$ cat config.mk
export PLATFORM = sky130hd
export DESIGN_NAME = midi_stream_parser
export DESIGN_NICKNAME = d
export VERILOG_FILES = /design/src/rtl/midi_stream_parser_pkg.sv /design/src/rtl/midi_stream_parser_fifo.sv /design/src/rtl/midi_stream_parser.sv
export SDC_FILE = /design/constraint.sdc
export NUM_CORES = 1
export LEC_CHECK = 0
export CELL_PAD_IN_SITES_DETAIL_PLACEMENT = 1
export CELL_PAD_IN_SITES_GLOBAL_PLACEMENT = 2
export CORE_MARGIN = 4
export CORE_UTILIZATION = 35
export DETAILED_ROUTE_END_ITERATION = 10
export PLACE_DENSITY_LB_ADDON = 0.1
export SLEW_MARGIN = 20
export SYNTH_ARGS = -nofsm -noshare
export SYNTH_HDL_FRONTEND = slang
export SYNTH_SLANG_ARGS = --single-unit
export TNS_END_PERCENT = 10
$ cat constraint.sdc
create_clock -name clock -period 4.3 [get_ports clock]
set_input_delay 1.29 -clock clock [delete_from_list [all_inputs] [get_ports clock]]
set_output_delay 1.29 -clock clock [all_outputs]
set_load 0.1 [all_outputs]
$ cat src/rtl/midi_stream_parser_pkg.sv
// Shared MIDI types, byte constants and the data-length helper used by the
// stream parser and its message FIFO.
package midi_stream_parser_pkg;

    typedef logic [3:0] message_type_t;

    typedef struct packed {
        message_type_t message_type;
        logic [6:0]    data_byte1;
        logic [6:0]    data_byte2;
    } message_t;

    typedef enum logic [1:0] {
        IDLE    = 2'd0,
        WAIT_D1 = 2'd1,
        WAIT_D2 = 2'd2,
        SYSEX   = 2'd3
    } midi_state_t;

    localparam logic [7:0] SYSEX_START  = 8'hF0;
    localparam logic [7:0] SYSEX_END    = 8'hF7;
    localparam logic [7:0] REALTIME_MIN = 8'hF8;

    localparam message_type_t TYPE_NOTE_OFF = 4'h8;
    localparam message_type_t TYPE_NOTE_ON  = 4'h9;

    // Program change (C) and channel pressure (D) carry one data byte; the rest carry two.
    function automatic logic [1:0] data_len(input message_type_t t);
        return ((t == 4'hC) || (t == 4'hD)) ? 2'd1 : 2'd2;
    endfunction

endpackage

$ cat src/rtl/midi_stream_parser_fifo.sv
// First-word-fall-through FIFO for parsed messages. The head entry is shown on
// rd_data while not empty and reads as zero when empty. A push into a full
// FIFO is accepted only when a pop happens in the same cycle.
module midi_msg_fifo #(
    parameter int DEPTH = 4,
    parameter int W     = 22
) (
    input  logic         clock,
    input  logic         reset,
    input  logic         push,
    input  logic [W-1:0] push_data,
    input  logic         pop,
    output logic [W-1:0] rd_data,
    output logic         not_empty,
    output logic         full
);
    import midi_stream_parser_pkg::*;

    localparam int AW = $clog2(DEPTH);
    localparam logic [AW:0] FULL_CNT = (AW + 1)'(DEPTH);

    logic [W-1:0]  mem_q [DEPTH];
    logic [W-1:0]  mem_d [DEPTH];
    logic [AW-1:0] wr_ptr_q, wr_ptr_d;
    logic [AW-1:0] rd_ptr_q, rd_ptr_d;
    logic [AW:0]   count_q, count_d;
    logic          push_fire;
    logic          pop_fire;

    assign not_empty = (count_q != '0);
    assign full      = (count_q == FULL_CNT);
    assign pop_fire  = pop && not_empty;
    assign push_fire = push && (!full || pop_fire);
    assign rd_data   = not_empty ? mem_q[rd_ptr_q] : '0;

    // Next pointers, occupancy and storage; pointers wrap naturally at DEPTH.
    always_comb begin
        mem_d    = mem_q;
        wr_ptr_d = wr_ptr_q;
        rd_ptr_d = rd_ptr_q;
        count_d  = count_q;
        if (push_fire) begin
            mem_d[wr_ptr_q] = push_data;
            wr_ptr_d        = wr_ptr_q + 1'b1;
        end
        if (pop_fire) begin
            rd_ptr_d = rd_ptr_q + 1'b1;
        end
        case ({push_fire, pop_fire})
            2'b10:   count_d = count_q + 1'b1;
            2'b01:   count_d = count_q - 1'b1;
            default: count_d = count_q;
        endcase
    end

    // Control registers with synchronous reset.
    always_ff @(posedge clock) begin
        if (reset) begin
            wr_ptr_q <= '0;
            rd_ptr_q <= '0;
            count_q  <= '0;
        end else begin
            wr_ptr_q <= wr_ptr_d;
            rd_ptr_q <= rd_ptr_d;
            count_q  <= count_d;
        end
    end

    // Storage needs no reset: the empty flag masks stale contents.
    always_ff @(posedge clock) begin
        mem_q <= mem_d;
    end

endmodule

$ cat src/rtl/midi_stream_parser.sv
// MIDI byte-stream parser: tracks running status, skips SysEx, ignores
// real-time bytes, filters by channel and queues complete channel-voice
// messages into a FWFT FIFO.
// Output handshake: an entry transfers on any clock edge where
// msg_valid && msg_ready; msg_out/msg_channel stay stable while msg_valid
// is high and msg_ready is low.
module midi_stream_parser
    import midi_stream_parser_pkg::*;
#(
    parameter logic [15:0] CHANNEL_MASK = 16'hFFFF,
    parameter int          FIFO_DEPTH   = 4,
    parameter bit          VEL0_IS_OFF  = 1'b1
) (
    input  logic        clock,
    input  logic        reset,
    input  logic [7:0]  rx_byte,
    input  logic        rx_valid,
    output message_t    msg_out,
    output logic [3:0]  msg_channel,
    output logic        msg_valid,
    input  logic        msg_ready,
    output logic        overflow,
    input  logic        overflow_clr,
    output midi_state_t state_dbg
);

    midi_state_t   state_q, state_d;
    message_type_t type_q, type_d;
    logic [3:0]    chan_q, chan_d;
    logic [6:0]    d1_q, d1_d;
    logic          overflow_q, overflow_d;
    logic          emit;
    message_t      emit_msg;
    message_t      store_msg;
    logic          push;
    logic          pop_fire;
    logic          fifo_full;

    // Byte classification and parser next-state; real-time bytes leave everything untouched.
    always_comb begin
        state_d  = state_q;
        type_d   = type_q;
        chan_d   = chan_q;
        d1_d     = d1_q;
        emit     = 1'b0;
        emit_msg = '0;
        if (rx_valid && (rx_byte < REALTIME_MIN)) begin
            if (rx_byte == SYSEX_START) begin
                state_d = SYSEX;
            end else if (rx_byte[7:4] == 4'hF) begin
                // System common (including SYSEX_END) cancels running status.
                state_d = IDLE;
            end else if (rx_byte[7]) begin
                type_d  = rx_byte[7:4];
                chan_d  = rx_byte[3:0];
                state_d = WAIT_D1;
            end else begin
                case (state_q)
                    WAIT_D1: begin
                        d1_d = rx_byte[6:0];
                        if (data_len(type_q) == 2'd1) begin
                            emit     = 1'b1;
                            emit_msg = {type_q, rx_byte[6:0], 7'd0};
                        end else begin
                            state_d = WAIT_D2;
                        end
                    end
                    WAIT_D2: begin
                        emit     = 1'b1;
                        emit_msg = {type_q, d1_q, rx_byte[6:0]};
                        state_d  = WAIT_D1;
                    end
                    default: state_d = state_q;
                endcase
            end
        end
    end

    // Note-on with zero velocity is stored as note-off when enabled.
    always_comb begin
        store_msg = emit_msg;
        if (VEL0_IS_OFF && (emit_msg.message_type == TYPE_NOTE_ON) &&
            (emit_msg.data_byte2 == 7'd0)) begin
            store_msg.message_type = TYPE_NOTE_OFF;
        end
    end

    assign push     = emit && CHANNEL_MASK[chan_q];
    assign pop_fire = msg_valid && msg_ready;

    // Sticky overflow: a drop in the same cycle as a clear wins.
    always_comb begin
        overflow_d = overflow_q;
        if (push && fifo_full && !pop_fire) begin
            overflow_d = 1'b1;
        end else if (overflow_clr) begin
            overflow_d = 1'b0;
        end
    end

    // Parser state, running status and overflow registers.
    always_ff @(posedge clock) begin
        if (reset) begin
            state_q    <= IDLE;
            type_q     <= '0;
            chan_q     <= '0;
            d1_q       <= '0;
            overflow_q <= 1'b0;
        end else begin
            state_q    <= state_d;
            type_q     <= type_d;
            chan_q     <= chan_d;
            d1_q       <= d1_d;
            overflow_q <= overflow_d;
        end
    end

    assign overflow  = overflow_q;
    assign state_dbg = state_q;

    midi_msg_fifo #(
        .DEPTH (FIFO_DEPTH),
        .W     ($bits(message_t) + 4)
    ) u_fifo (
        .clock     (clock),
        .reset     (reset),
        .push      (push),
        .push_data ({store_msg, chan_q}),
        .pop       (msg_ready),
        .rd_data   ({msg_out, msg_channel}),
        .not_empty (msg_valid),
        .full      (fifo_full)
    );

endmodule

==> results of run 1 <==
## cells in the final DEF, fill, tap and decap left out, drive strengths merged, types with 6 or more instances in the layout
master / n
dfxtp: 25
ha: 7
edfxtp: 88
a22oi: 7
buf: 34
nor2: 36
inv: 11
clkdlybuf4s50: 15
a21oi: 7
clkbuf: 24
mux2i: 11
clkinv: 6
mux4: 22
and2: 35
## stage by stage
step	setup slack (ns)	total power, mW	hold slack, ns	area [sq um]	instances
6_report	0.841	2.56	0.495	5810	547
5_1_grt	0.708	2.66	0.532	5810	547
4_1_cts	0.768	2.59	0.493	5800	547
3_5_place_dp	0.489	1.30	0.479	5260	515
3_3_place_gp	0.589	1.30	0.470	5260	515
2_1_floorplan	0.616	1.26	0.455	4700	304
## worst min-delay path, stage by stage, from the launching register on
cell and delay (ns):
dfxtp_1 0.32, a21oi_1 0.06, nor2_1 0.07
## layout make-up
class / count / area, sq um
timing repair buffer: 49 / 405
fill: 1329 / 7380
multi-input combinational: 166 / 1450
inverter: 11 / 41.3
tap: 176 / 220
clock inverter: 8 / 62.6
clock buffer: 24 / 482
sequential: 113 / 3140
## logic make-up after synthesis
| family | count (synthesis) | synth area share (%) |
|---|---|---|
| simple gates | 96 | 10.9 |
| buf+inv | 25 | 2.29 |
| flops | 113 | 66.9 |
| xor+xnor | 5 | 0.932 |
| mux | 33 | 12.9 |
| compound gates | 24 | 3.81 |
| fa+ha+maj | 8 | 2.29 |
## flip-flops by register name (all words and copies together), names as in the netlist
register         count
d1_q                 7
u_fifo.count_q       3
u_fifo.wr_ptr_q      2
state_dbg            2
u_fifo.rd_ptr_q      2
overflow             1
type_q               4
chan_q               4
u_fifo.mem_q        88
## path summary, 6_finish.rpt
check	start	to	slack (ns)
hold / removal	d1_q[3]	d1_q[3]	0.50
setup reg to reg	state_dbg[0]	u_fifo.count_q[2]	1.57
setup / recovery	u_fifo.rd_ptr_q[0]	msg_out[5]	0.84
hold reg to reg	d1_q[3]	d1_q[3]	0.50
## layer usage
| metal | track usage [%] | up-vias | part of all wire, % |
|---|---|---|---|
| met1 | 20.7 | 1370 | 46 |
| li1 | - | 1254 | - |
| met5 | 0 | - | 0 |
| met4 | 6.85 | 0 | 1.9 |
| met2 | 23.2 | 48 | 48 |
| met3 | 4.36 | 17 | 4.2 |
## report_power, final
group | total, mW | internal [mW] | switching, mW | leakage (nW)
combinational | 0.0930 | 0.0342 | 0.0588 | 0.753
sequential | 1.18 | 1.17 | 0.00783 | 0.952
clock | 1.28 | 0.827 | 0.457 | 0.264
==> flow_summary.ini, run 1 <==
[route]
antenna_left = 0
drt-pass1-iter-count = 4
vias_per_cell = 4.92
drc_errors = 0
num_vias = 2689
wl_per_cell_um = 19.2
dr.first_iter.drc_count = 155
postRouteWirelength_mm = 10.5

[synth]
synthArstFlopShare_pct = 0
syn_nets = 325
synth_most_common_cell = edfxtp_1
synth_top_area_share_pct = 56.2
synth-seq-area-share_pct = 66.9
yosysTopAreaCell = edfxtp_1
synthTopCellsByArea = edfxtp_1 56%, dfxtp_1 11%, mux4_2 11%
syn_area_per_cell_sq_um = 15.5
synth_cells = 304
ys_types = 44
synthFlopType = edfxtp_1
synth-edff-count = 88
ys_warn_count = 0
synth_common_cells = 88 x edfxtp_1, 36 x nor2_1, 35 x and2_1
ys_ff_latch = 113
netlist_area_sq_um = 4700

[clock_network]
htree_levels = 4
clk_pin_slew_ns = 0.05
clk_latency_ns = 0.41
cts_tree = done
clockRootBuffer = clkbuf_16
numCtsBuffers = 17
cts_hold_buf = 0
clock_path_buffers = 2
cts.sinks = 113
cts_setup_buffers = 0
cts_resized = 0

[worst_setup_path]
cp_top_family = buffers and inverters
critPathMostFrequentCell = buf_4
critPathCaptureType = output port
crit_path_start_kind = flip-flop
timing_worst_setup_path_type = reg -> out
path_buf_inv = 2
crit_slowest_cell = mux4_2
worstPathRequired_ns = 3.01
reg2reg_depth = 11
worstSetupPathDepth = 4
arrival_ns = 2.17
crit_fanout = 24
cp_cell_sequence = buf_4 -> mux4_2 -> and2_1 -> buf_4
cp_slowest_stage_delay_ns = 0.59

[floorplanning]
std_cell_rows = 42
die_x_um = 124
initial_core_util_pct = 35.6
die_area_sq_um = 15300
coreArea_sq_um = 13200
io_pins = 39
die_h_um = 124

[power]
power.density_nw_per_um2 = 441
p_leak_nw = 1.97
vdd_ir_drop_max_mv = 0.244

[sta]
skew_ns = 0.00853
fmax_ghz = 0.289
slew_headroom_pct = 35.0
period_share_pct = 80.4
layout_min_cycle_time_ns = 3.46
tns_ns = 0
tightestPinTransition_ns = 0.972
setup_viol = 0
finalMaxSlewViolations = 0
finalHoldViolCount = 0
rsz0062_at_grt = no

[worst_hold_path]
hp-class = reg -> reg
hold_path_depth = 2

[layout]
areaGrowthSynthToFinish_pct = 23.6
diodes = 0
drive_gt1_share_pct = 22.6
utilization_pct = 44.0
final_nets = 379

[global_route]
grt_first_pass_wirelength_mm = 16.7
grt_pass1_vias = 2927
grt_max_degree = 26
antenna_found_initial = 0
grtUsageTotal_pct = 15.4
overflow = 0

[placed_design]
port_buffers = 38
place_hpwl_mm = 6.53
routabilityCongestion = 0.728

[status]
status = finished, final reports clean

[flow_run]
cap_violations = 0
(Power assumes the default switching activity.)
==> run 2, diff against run 1 <==
Clock period 4.3 ns to 3 ns, I/O delays scaled along.
==> flow_summary.ini, run 2 (synthesis gave the netlist of run 1 again) <==
[status]
status = finished, final reports clean

[worst_setup_path]
crit_path_start_kind = flip-flop
critPathCaptureType = output port
arrival_ns = 1.94
crit_slowest_cell = or3_1
worstPathRequired_ns = 2.10
cp_cell_sequence = or3_1 -> buf_4 -> and2_1 -> buf_12
timing_worst_setup_path_type = reg -> out
cp_slowest_stage_delay_ns = 0.57
crit_fanout = 16

[placed_design]
port_buffers = 38
routabilityCongestion = 0.787
detailed_place.area_sq_um = 5730
placed_cells = 531
place_hpwl_mm = 7.00

[clock_network]
cts_hold_buf = 0
clockRootBuffer = clkbuf_16
cts_setup_buffers = 0
clk_pin_slew_ns = 0.05
cts_tree = done
numCtsBuffers = 17
cts_resized = 0
clock_path_buffers = 2
cts.sinks = 113
htree_levels = 4
clk_latency_ns = 0.41

[sta]
finalHoldViolCount = 0
rsz0062_at_grt = no
tightestPinTransition_ns = 0.533
setup_viol = 0
fmax_ghz = 0.352
period_share_pct = 94.8
skew_ns = 0.00846
finalMaxSlewViolations = 0
slew_headroom_pct = 64.2
holdWs_ns = 0.493
layout_min_cycle_time_ns = 2.84

[layout]
regMostFlops = u_fifo.mem_q
diodes = 0
multiInputGateArea_sq_um = 1450
utilization_pct = 48.0
nFillCells = 1289
layout_common_cells = 88 x edfxtp_1, 36 x nor2_1, 35 x and2_1, 29 x buf_12
final_cells = 563
final_cell_area_sq_um = 6330
regArea_sq_um = 3140
areaGrowthSynthToFinish_pct = 34.8
final_nets = 395
reg.largest.list = u_fifo.mem_q (88), d1_q (7)
final_common_cell = edfxtp_1
largest_reg_flops = 88
drive_gt1_share_pct = 27.4

[route]
num_vias = 2756
postRouteWirelength_mm = 10.5
dr.first_iter.drc_count = 167
antenna_left = 0
drc_errors = 0
drt-pass1-iter-count = 4
wl_per_cell_um = 18.7
vias_per_cell = 4.90

[floorplanning]
std_cell_rows = 42
die_x_um = 124
io_pins = 39
coreArea_sq_um = 13200
initial_core_util_pct = 35.6
die_h_um = 124
die_area_sq_um = 15300

[flow_run]
cap_violations = 0

[worst_hold_path]
hp-class = reg -> reg

[global_route]
use_met3_pct = 4.22
met1_usage_pct = 19.6
grt_pass1_vias = 2972
overflow = 0
grt_first_pass_wirelength_mm = 17.0
grt_max_degree = 26
use_met2_pct = 25.9
antenna_found_initial = 0
gr-max-usage-layer = met2
grtUsageTotal_pct = 15.6

[power]
power.density_nw_per_um2 = 612
vdd_ir_drop_max_mv = 0.268
p_leak_nw = 2.16
p_total_mw = 3.87
==> run 2: cell types whose count changed in the layout (fill, tap and decap cells not counted), sizes merged <==
cell / previous run / this run
clkbuf: 24 / 18
clkinv: 6 / 8
clkinvlp: 1 / 2
bufinv: 1 / 4
clkdlybuf4s50: 15 / 12
buf: 34 / 53
==> run 2: worst max-delay path: cells and delay by family, from the launching register on <==
family / cells / cell delay [ns]
buf+inv: 2 / 0.45
flops: 1 / 0.32
simple gates: 2 / 0.76
==> run 2: worst paths after layout <==
kind              slack, ns  depth (start not counted)              start                 to
setup reg to reg       0.48                         11       state_dbg[0]  u_fifo.count_q[2]
hold / removal         0.49                          2  u_fifo.count_q[2]  u_fifo.count_q[2]
setup / recovery       0.16                          4  u_fifo.count_q[2]        msg_out[15]
hold reg to reg        0.49                          2  u_fifo.count_q[2]  u_fifo.count_q[2]
==> run 2: area by class of cell <==
cell class	count	area share, %
clock buffers	18	6.78
clock inverters	14	2.69
inverters	11	0.652
multi-input cells	166	22.9
flip-flops and latches	113	49.6
well taps	176	3.48
repair buffers	65	13.9
==> run 2: metrics by stage <==
stage / setup TNS, ns / worst slack (ns)
3_3_place_gp: -0.166 / -0.141
2_1_floorplan: -18.33 / -0.231
6_report: 0 / 0.155
4_1_cts: 0 / 0.0983
5_1_grt: 0 / 0.0329
3_5_place_dp: -0.314 / -0.224
==> run 2: where the power goes <==
group / switching, mW / internal [mW]
Sequential: 0.00968 / 1.68
Combinational: 0.0895 / 0.0609
Clock: 0.665 / 1.37
==> run 2: per-layer routing <==
metal  up-vias  part of all wire, %  routed length, um
met1      1412                   44               4610
met3        14                  3.4                356
met5         -                    0                  0
met2        44                   51               5410
met4         0                  1.3                140
li1       1286                    -                  -
